## src/rtl/altera_eth_pause_pkg.sv

```systemverilog
// Shared types and constants for the pause-frame request generator.
//   pause_state_e : request FSM states
//   XOFF_BIT/XON_BIT : bit positions in the 2-bit pause control code
//   XON_QUANTA    : quanta carried by an XON (resume) frame
package altera_eth_pause_pkg;

  typedef enum logic [1:0] {
    IDLE      = 2'd0,
    SEND_XOFF = 2'd1,
    PAUSED    = 2'd2,
    SEND_XON  = 2'd3
  } pause_state_e;

  localparam int          XOFF_BIT   = 1;
  localparam int          XON_BIT    = 0;
  localparam logic [15:0] XON_QUANTA = 16'h0000;

endpackage

```

## src/rtl/altera_eth_pause_refresh_timer.sv

```systemverilog
// Loadable down-counter that times XOFF refreshes while the link is paused.
//   clk    : clock
//   reset  : synchronous active-high reset (count -> 0)
//   load_i : load REFRESH_CYCLES-1 (wins over enable)
//   en_i   : decrement by one, holding at zero
//   zero_o : count is zero
module altera_eth_pause_refresh_timer #(
  parameter int unsigned REFRESH_CYCLES = 32'd50000
) (
  input  logic clk,
  input  logic reset,
  input  logic load_i,
  input  logic en_i,
  output logic zero_o
);

  localparam int          W        = (REFRESH_CYCLES > 1) ? $clog2(REFRESH_CYCLES) : 1;
  localparam logic [W-1:0] LOAD_VAL = W'(REFRESH_CYCLES - 1);
  localparam logic [W-1:0] ONE      = W'(1);

  logic [W-1:0] cnt_q, cnt_d;

  always_comb begin
    cnt_d = cnt_q;
    if (load_i)
      cnt_d = LOAD_VAL;
    else if (en_i && (cnt_q != '0))
      cnt_d = cnt_q - ONE;
  end

  always_ff @(posedge clk) begin
    if (reset) cnt_q <= '0;
    else       cnt_q <= cnt_d;
  end

  assign zero_o = (cnt_q == '0);

endmodule

```

## src/rtl/altera_eth_pause_frame_req_gen.sv

```systemverilog
// Turns the level-coded pause control from the FIFO adapter into handshaked
// pause-frame requests (XOFF with PAUSE_QUANTA, XON with zero quanta),
// refreshes XOFF periodically while paused, and counts accepted frames.
//   clk, reset           : clock, synchronous active-high reset
//   pause_ctrl_sink_data : [1] XOFF request, [0] XON request (level, no valid)
//   pause_req            : request valid, held until pause_ack
//   pause_quanta         : quanta of the current request
//   pause_ack            : MAC accept (transfer when pause_req & pause_ack)
//   paused               : high from XOFF acceptance to XON acceptance
//   xoff_count/xon_count : saturating accepted-frame counters
module altera_eth_pause_frame_req_gen
  import altera_eth_pause_pkg::*;
#(
  parameter logic [15:0] PAUSE_QUANTA   = 16'hFFFF,
  parameter int unsigned REFRESH_CYCLES = 32'd50000,
  parameter int          CNT_WIDTH      = 16
) (
  input  logic                 clk,
  input  logic                 reset,
  input  logic [1:0]           pause_ctrl_sink_data,
  output logic                 pause_req,
  output logic [15:0]          pause_quanta,
  input  logic                 pause_ack,
  output logic                 paused,
  output logic [CNT_WIDTH-1:0] xoff_count,
  output logic [CNT_WIDTH-1:0] xon_count
);

  localparam logic [CNT_WIDTH-1:0] CNT_ONE = CNT_WIDTH'(1);

  pause_state_e         state_q, state_d;
  logic                 pause_req_q, pause_req_d;
  logic [15:0]          quanta_q, quanta_d;
  logic                 paused_q, paused_d;
  logic [CNT_WIDTH-1:0] xoff_cnt_q, xoff_cnt_d;
  logic [CNT_WIDTH-1:0] xon_cnt_q, xon_cnt_d;
  logic                 tmr_load, tmr_en, tmr_zero;
  logic                 accept;

  assign accept = pause_req_q & pause_ack;

  altera_eth_pause_refresh_timer #(
    .REFRESH_CYCLES(REFRESH_CYCLES)
  ) u_refresh_timer (
    .clk    (clk),
    .reset  (reset),
    .load_i (tmr_load),
    .en_i   (tmr_en),
    .zero_o (tmr_zero)
  );

  always_comb begin
    state_d    = state_q;
    paused_d   = paused_q;
    xoff_cnt_d = xoff_cnt_q;
    xon_cnt_d  = xon_cnt_q;
    tmr_load   = 1'b0;
    tmr_en     = 1'b0;

    case (state_q)
      IDLE: begin
        // XON alone is meaningless here; XOFF wins when both are set.
        if (pause_ctrl_sink_data[XOFF_BIT]) state_d = SEND_XOFF;
      end
      SEND_XOFF: begin
        if (accept) begin
          state_d    = PAUSED;
          paused_d   = 1'b1;
          tmr_load   = 1'b1;
          xoff_cnt_d = (&xoff_cnt_q) ? xoff_cnt_q : xoff_cnt_q + CNT_ONE;
        end
      end
      PAUSED: begin
        // XON has priority over a refresh due in the same cycle.
        if (pause_ctrl_sink_data[XON_BIT]) state_d = SEND_XON;
        else if (tmr_zero)                 state_d = SEND_XOFF;
        else                               tmr_en  = 1'b1;
      end
      SEND_XON: begin
        if (accept) begin
          state_d   = IDLE;
          paused_d  = 1'b0;
          xon_cnt_d = (&xon_cnt_q) ? xon_cnt_q : xon_cnt_q + CNT_ONE;
        end
      end
      default: state_d = IDLE;
    endcase

    // Request and quanta are decoded from the next state so both come out
    // of flops and stay frozen for as long as the state is held.
    pause_req_d = (state_d == SEND_XOFF) || (state_d == SEND_XON);
    case (state_d)
      SEND_XOFF: quanta_d = PAUSE_QUANTA;
      SEND_XON:  quanta_d = XON_QUANTA;
      default:   quanta_d = quanta_q;
    endcase
  end

  always_ff @(posedge clk) begin
    if (reset) begin
      state_q     <= IDLE;
      pause_req_q <= 1'b0;
      quanta_q    <= '0;
      paused_q    <= 1'b0;
      xoff_cnt_q  <= '0;
      xon_cnt_q   <= '0;
    end else begin
      state_q     <= state_d;
      pause_req_q <= pause_req_d;
      quanta_q    <= quanta_d;
      paused_q    <= paused_d;
      xoff_cnt_q  <= xoff_cnt_d;
      xon_cnt_q   <= xon_cnt_d;
    end
  end

  assign pause_req    = pause_req_q;
  assign pause_quanta = quanta_q;
  assign paused       = paused_q;
  assign xoff_count   = xoff_cnt_q;
  assign xon_count    = xon_cnt_q;

endmodule

```

## config.mk

```make
export PLATFORM = sky130hd
export DESIGN_NAME = altera_eth_pause_frame_req_gen
export DESIGN_NICKNAME = d
export VERILOG_FILES = /design/src/rtl/altera_eth_pause_pkg.sv /design/src/rtl/altera_eth_pause_refresh_timer.sv /design/src/rtl/altera_eth_pause_frame_req_gen.sv
export SDC_FILE = /design/constraint.sdc
export NUM_CORES = 1
export LEC_CHECK = 0
export ABC_CLOCK_PERIOD_IN_PS = 2100
export BUFFER_PORTS_ARGS = -buffer_cell sky130_fd_sc_hd__buf_2
export CAP_MARGIN = 20
export CORE_MARGIN = 3
export CORE_UTILIZATION = 49
export DETAILED_ROUTE_END_ITERATION = 12
export GPL_TIMING_DRIVEN = 1
export PLACE_DENSITY = 0.72
export SKIP_CTS_REPAIR_TIMING = 1
export SLEW_MARGIN = 15
export SYNTH_ARGS = -nofsm -noshare
export SYNTH_HDL_FRONTEND = slang
export SYNTH_SLANG_ARGS = --single-unit
```

## constraint.sdc

```tcl
create_clock -name clk -period 2.1 [get_ports clk]
set_input_delay 0.21 -clock clk [delete_from_list [all_inputs] [get_ports clk]]
set_output_delay 0.21 -clock clk [all_outputs]
set_load 0.005 [all_outputs]
```

Word-level counts from Yosys, hierarchy flattened
Cells that the tools add are included.

storage, ports and cells
  register bits after elaboration = 68
  logic and storage cells = 52

cells by class
  add/sub/neg operators = 3
  eq/ne operators = 7
  multiplexer cells = 17
  bitwise logic cells = 3
  reductions and logical operators = 14

operator list
  operator                 count
  $add A16 B1 Y16 const B  2
  $mux W16                 2
  $pmux W16 S2             1
  $reduce_and A16 Y1       2
  $logic_not A16 Y1        1
  $reduce_bool A16 Y1      1
  $sub A16 B1 Y16 const B  1
  $mux W2                  5
  $reduce_and A3 Y1        3
  $pmux W2 S4              1
  $mux W1                  7
  $eq A2 B2 Y1 const B     3
  $reduce_bool A2 Y1       3
  $eq A2 B1 Y1 const B     2
  $ne A2 B2 Y1 const B     2
  $logic_not A2 Y1         1
  $not A1 Y1               2
  $pmux W1 S2              1
  $reduce_or A2 Y1         1
  $and A1 B1 Y1            1
  $logic_and A1 B1 Y1      1
  $logic_or A1 B1 Y1       1

Logic depth before layout (Yosys ltp)
  word-level depth = 7
  mapped depth = 8
  gate-level depth less buffers = 7

By module
From an unflattened synthesis, not the netlist that was laid out.

second synthesis, totals
  cells, all modules = 311
  area, all modules = 2723.9 um^2

modules (own cells, without submodules)
  module                          instances  cells an instance  area each (um^2)
  altera_eth_pause_frame_req_gen  1          210                1850.5
  altera_eth_pause_refresh_timer  1          101                873.3

Least setup slack after synthesis
No wires, ideal clock.

  path kind = flip-flop to flip-flop
  start point = register u_refresh_timer.cnt_q[0]
  end point = register u_refresh_timer.cnt_q[3]
  library setup time = 0.132 ns
  arrival time = 1.830 ns
  data required time = 1.968 ns
  path slack = 0.138 ns
  stages on the path, launching flop included = 9
  buffers on the path = 1
  path through = dfxtp_1 inv_1 ha_1 nor3b_1 nand4_1 and2_0 clkbuf_1 a211oi_1 a311oi_1

on the way
  cells in the longest elaborated chain, start to end = 6

ends and longest elaborated chain
  item                                                     RTL line                              RTL
  from (decl)                                              altera_eth_pause_refresh_timer.sv:21  logic [W-1:0] cnt_q, cnt_d;
  from (signal assigned)                                   altera_eth_pause_refresh_timer.sv:33  else cnt_q <= cnt_d;
  branches (longest 6 deep; another with $sub A16 B1 Y16)  -

Parallel ways; which one is timed is not known. The select of a mux whose other input is x is not followed.
A chain may end at the register's enable or synchronous reset.

Final worst setup path
  start point = register u_refresh_timer.cnt_q[1]
  end point = register u_refresh_timer.cnt_q[8]

The elaborated chain is that of the path after synthesis.

==> metrics.cfg <==
[outcome]
status=finished clean

[sta]
finalSetupTns_ns=0
min_period_ns=1.94
rsz0062_at_grt=false
slew-limit-headroom=0.652
slew_viol_final=0
hold_slack_ns=0.192
setup_viol=0
worst_pin_slew_ns=0.509
fin_skew_ns=0.00844
hold_violations=0
fmax_ghz=0.514
fin_ws_ns=0.155
min_period_over_period=0.926

[power_and_ir_drop]
seq_power_share=0.513
p_int_mw=1.46
leakage_nw=1.17
swShare=0.307
powerDensity_nw_per_um2=693
ir_drop_uv=378
pwr-share-comb=0.196
power_switching_mw=0.649
clkPwrFrac=0.291

[logic_synthesis]
synth_fp_nets=320
yosysWarnings=0
synth_area_um2=2720
ys_types=51
avgSynthCellArea_um2=8.75
synthArstFlopShare=0
ys_seq_area_frac=0.383
ys_ff_latch=52
yosysMostFrequentCell=dfxtp_1
synthCells=311
yosys_most_used_dff=dfxtp_1
synth_top_area_cell=dfxtp_1
synth_area_leaders=dfxtp_1, xnor2_1, nor2_1
synthTopCellsByCount=dfxtp_1, nor2_1, xnor2_1
synth_top_area_share=0.383
synth_edf_count=0

[critical_path]
startpoint=u_refresh_timer.cnt_q[1]
critPathRequiredTime_ns=2.35
rr_startpoint=u_refresh_timer.cnt_q[1]
r2r_cells=8
end_kind=register
worstPathArrival_ns=2.19
timing.rr.end=u_refresh_timer.cnt_q[8]
path_max_fanout=4
critPathKind=reg2reg
rrSetupSlack_ns=0.16
critPathLaunchType=register
endpoint=u_refresh_timer.cnt_q[8]

[clocking]
cts.clk_slew.worst_paths_ns=0.11
tritoncts=yes
h-tree-depth=2
numCtsBuffers=5
cts-root-buf=clkbuf_8
clockBufferDepth=2
numClockSinks=52
clkLatencyLatePin_ns=0.32

[floorplan]
die_y_um=80.5
die_w_um=80.5
core_um2=5240
row_count=26
io_pins=55
die_area_um2=6480
start_util=0.520

[routing]
wl_per_cell_um=13.5
drt_wl_total_um=5740
vias=2355
viasPerCell=5.55
drcViolationCount=0
drt_iter0_markers=100
ant_nets=0
first_pass_iters=5

[layout]
antenna_cells=0
fin_nets=362
area_growth_pct=11.9
multi_input_area_um2=1450
seq_area_um2=1040
n_fill_cell=511
finalInstanceArea_um2=3050
drive_gt1_frac=0.237

[global_route]
grt-ovfl-total=0
grt.total_usage=0.186
grt_pass1_wl_um=9540
grt_pass1_vias=2153
grt_antenna_before_repair=0
grt_max_degree=23

[placed_design]
dp_slack_ns=0.140
finalWeightedCongestion=0.876
dp_hpwl_um=4230
portBuffers=54
placed_area_um2=2950

[run]
maxCapViolations=0

[min_path]
min_path_type=in2reg

-- power by group through the flow --
| stage | sequential, mW | clock [mW] | combinational [mW] |
|---|---|---|---|
| after floorplan | 1.09 | 0 | 0.358 |
| after global placement | 1.10 | 0 | 0.408 |
| after detailed placement | 1.10 | 0 | 0.413 |
| after CTS | 1.08 | 0.645 | 0.416 |
| after global routing | 1.09 | 0.673 | 0.462 |
| final | 1.08 | 0.615 | 0.413 |
-- layout by cell type (no fill, tap or decap), drive strengths merged, types with 2 or more instances in the layout --
master  instances
buf            65
dfxtp          52
nor2           38
xnor2          25
nand2          20
nor3           17
nand3          16
a21oi          15
nand4          10
xor2           10
a211oi          7
inv             7
nor4            7
and3            6
clkbuf          5
or4             5
nor3b           5
and4            4
o31ai           4
ha              4
a31oi           4
nor4b           4
and2            3
mux2i           2
or3             2
a311oi          2
o21ai           2
or2             2
-- critical path: stages, from the launching register on --
cell	delay, ns
dfxtp_1	0.39
inv_1	0.10
ha_1	0.19
nor3b_1	0.13
buf_4	0.15
a31oi_4	0.22
nand3_2	0.12
or4_1	0.41
a31oi_1	0.16
-- sequential cells by signal, summed over array words and instances (netlist names) --
register               count
paused                     1
u_refresh_timer.cnt_q     16
pause_quanta               1
pause_req                  1
xoff_count                16
state_q                    1
xon_count                 16
-- cell families (layout without fill, tap and decap cells) --
family          Yosys count  count (layout)  synth area share
simple gates            143             143             0.292
flops                    52              52             0.383
compound gates           40              40             0.102
xor+xnor                 35              35             0.113
buf+inv                  35              78            0.0851
fa+ha+maj                 4               4            0.0184
mux                       2               2           0.00736
-- layer usage --
layer	vias up	wire length, um	GRT usage
met5	-	0	0
met4	0	57	0.0608
met3	5	348	0.0504
met2	62	2650	0.292
met1	1104	2680	0.245
li1	1184	-	-
-- worst min path at each step --
stage / startpoint / endpoint / slack [ns] / depth (start not counted)
2_1_floorplan: reset / u_refresh_timer.cnt_q[3] / 0.43 / 2
3_3_place_gp: xoff_count[15] / xoff_count[15] / 0.48 / 2
3_5_place_dp: u_refresh_timer.cnt_q[5] / u_refresh_timer.cnt_q[5] / 0.48 / 2
4_1_cts: pause_ack / paused / 0.18 / 2
5_1_grt: pause_ack / paused / 0.19 / 2
6_report: pause_ack / paused / 0.19 / 2
-- layout make-up --
type	instances	area share
Tap cell	70	0.0288
Multi-Input combinational cell	224	0.476
Inverter	5	0.00616
Sequential cell	52	0.342
Clock inverter	3	0.00863
Timing Repair Buffer	65	0.116
Clock buffer	5	0.0226
-- metrics by stage --
stage          total power, mW  cells  utilization
6_report                  2.11    424        0.581
5_1_grt                   2.23    424        0.581
4_1_cts                   2.14    424        0.581
3_5_place_dp              1.52    416        0.563
3_3_place_gp              1.51    416        0.563
2_1_floorplan             1.45    311            -
Note: power is estimated with default switching activity, not from simulation.
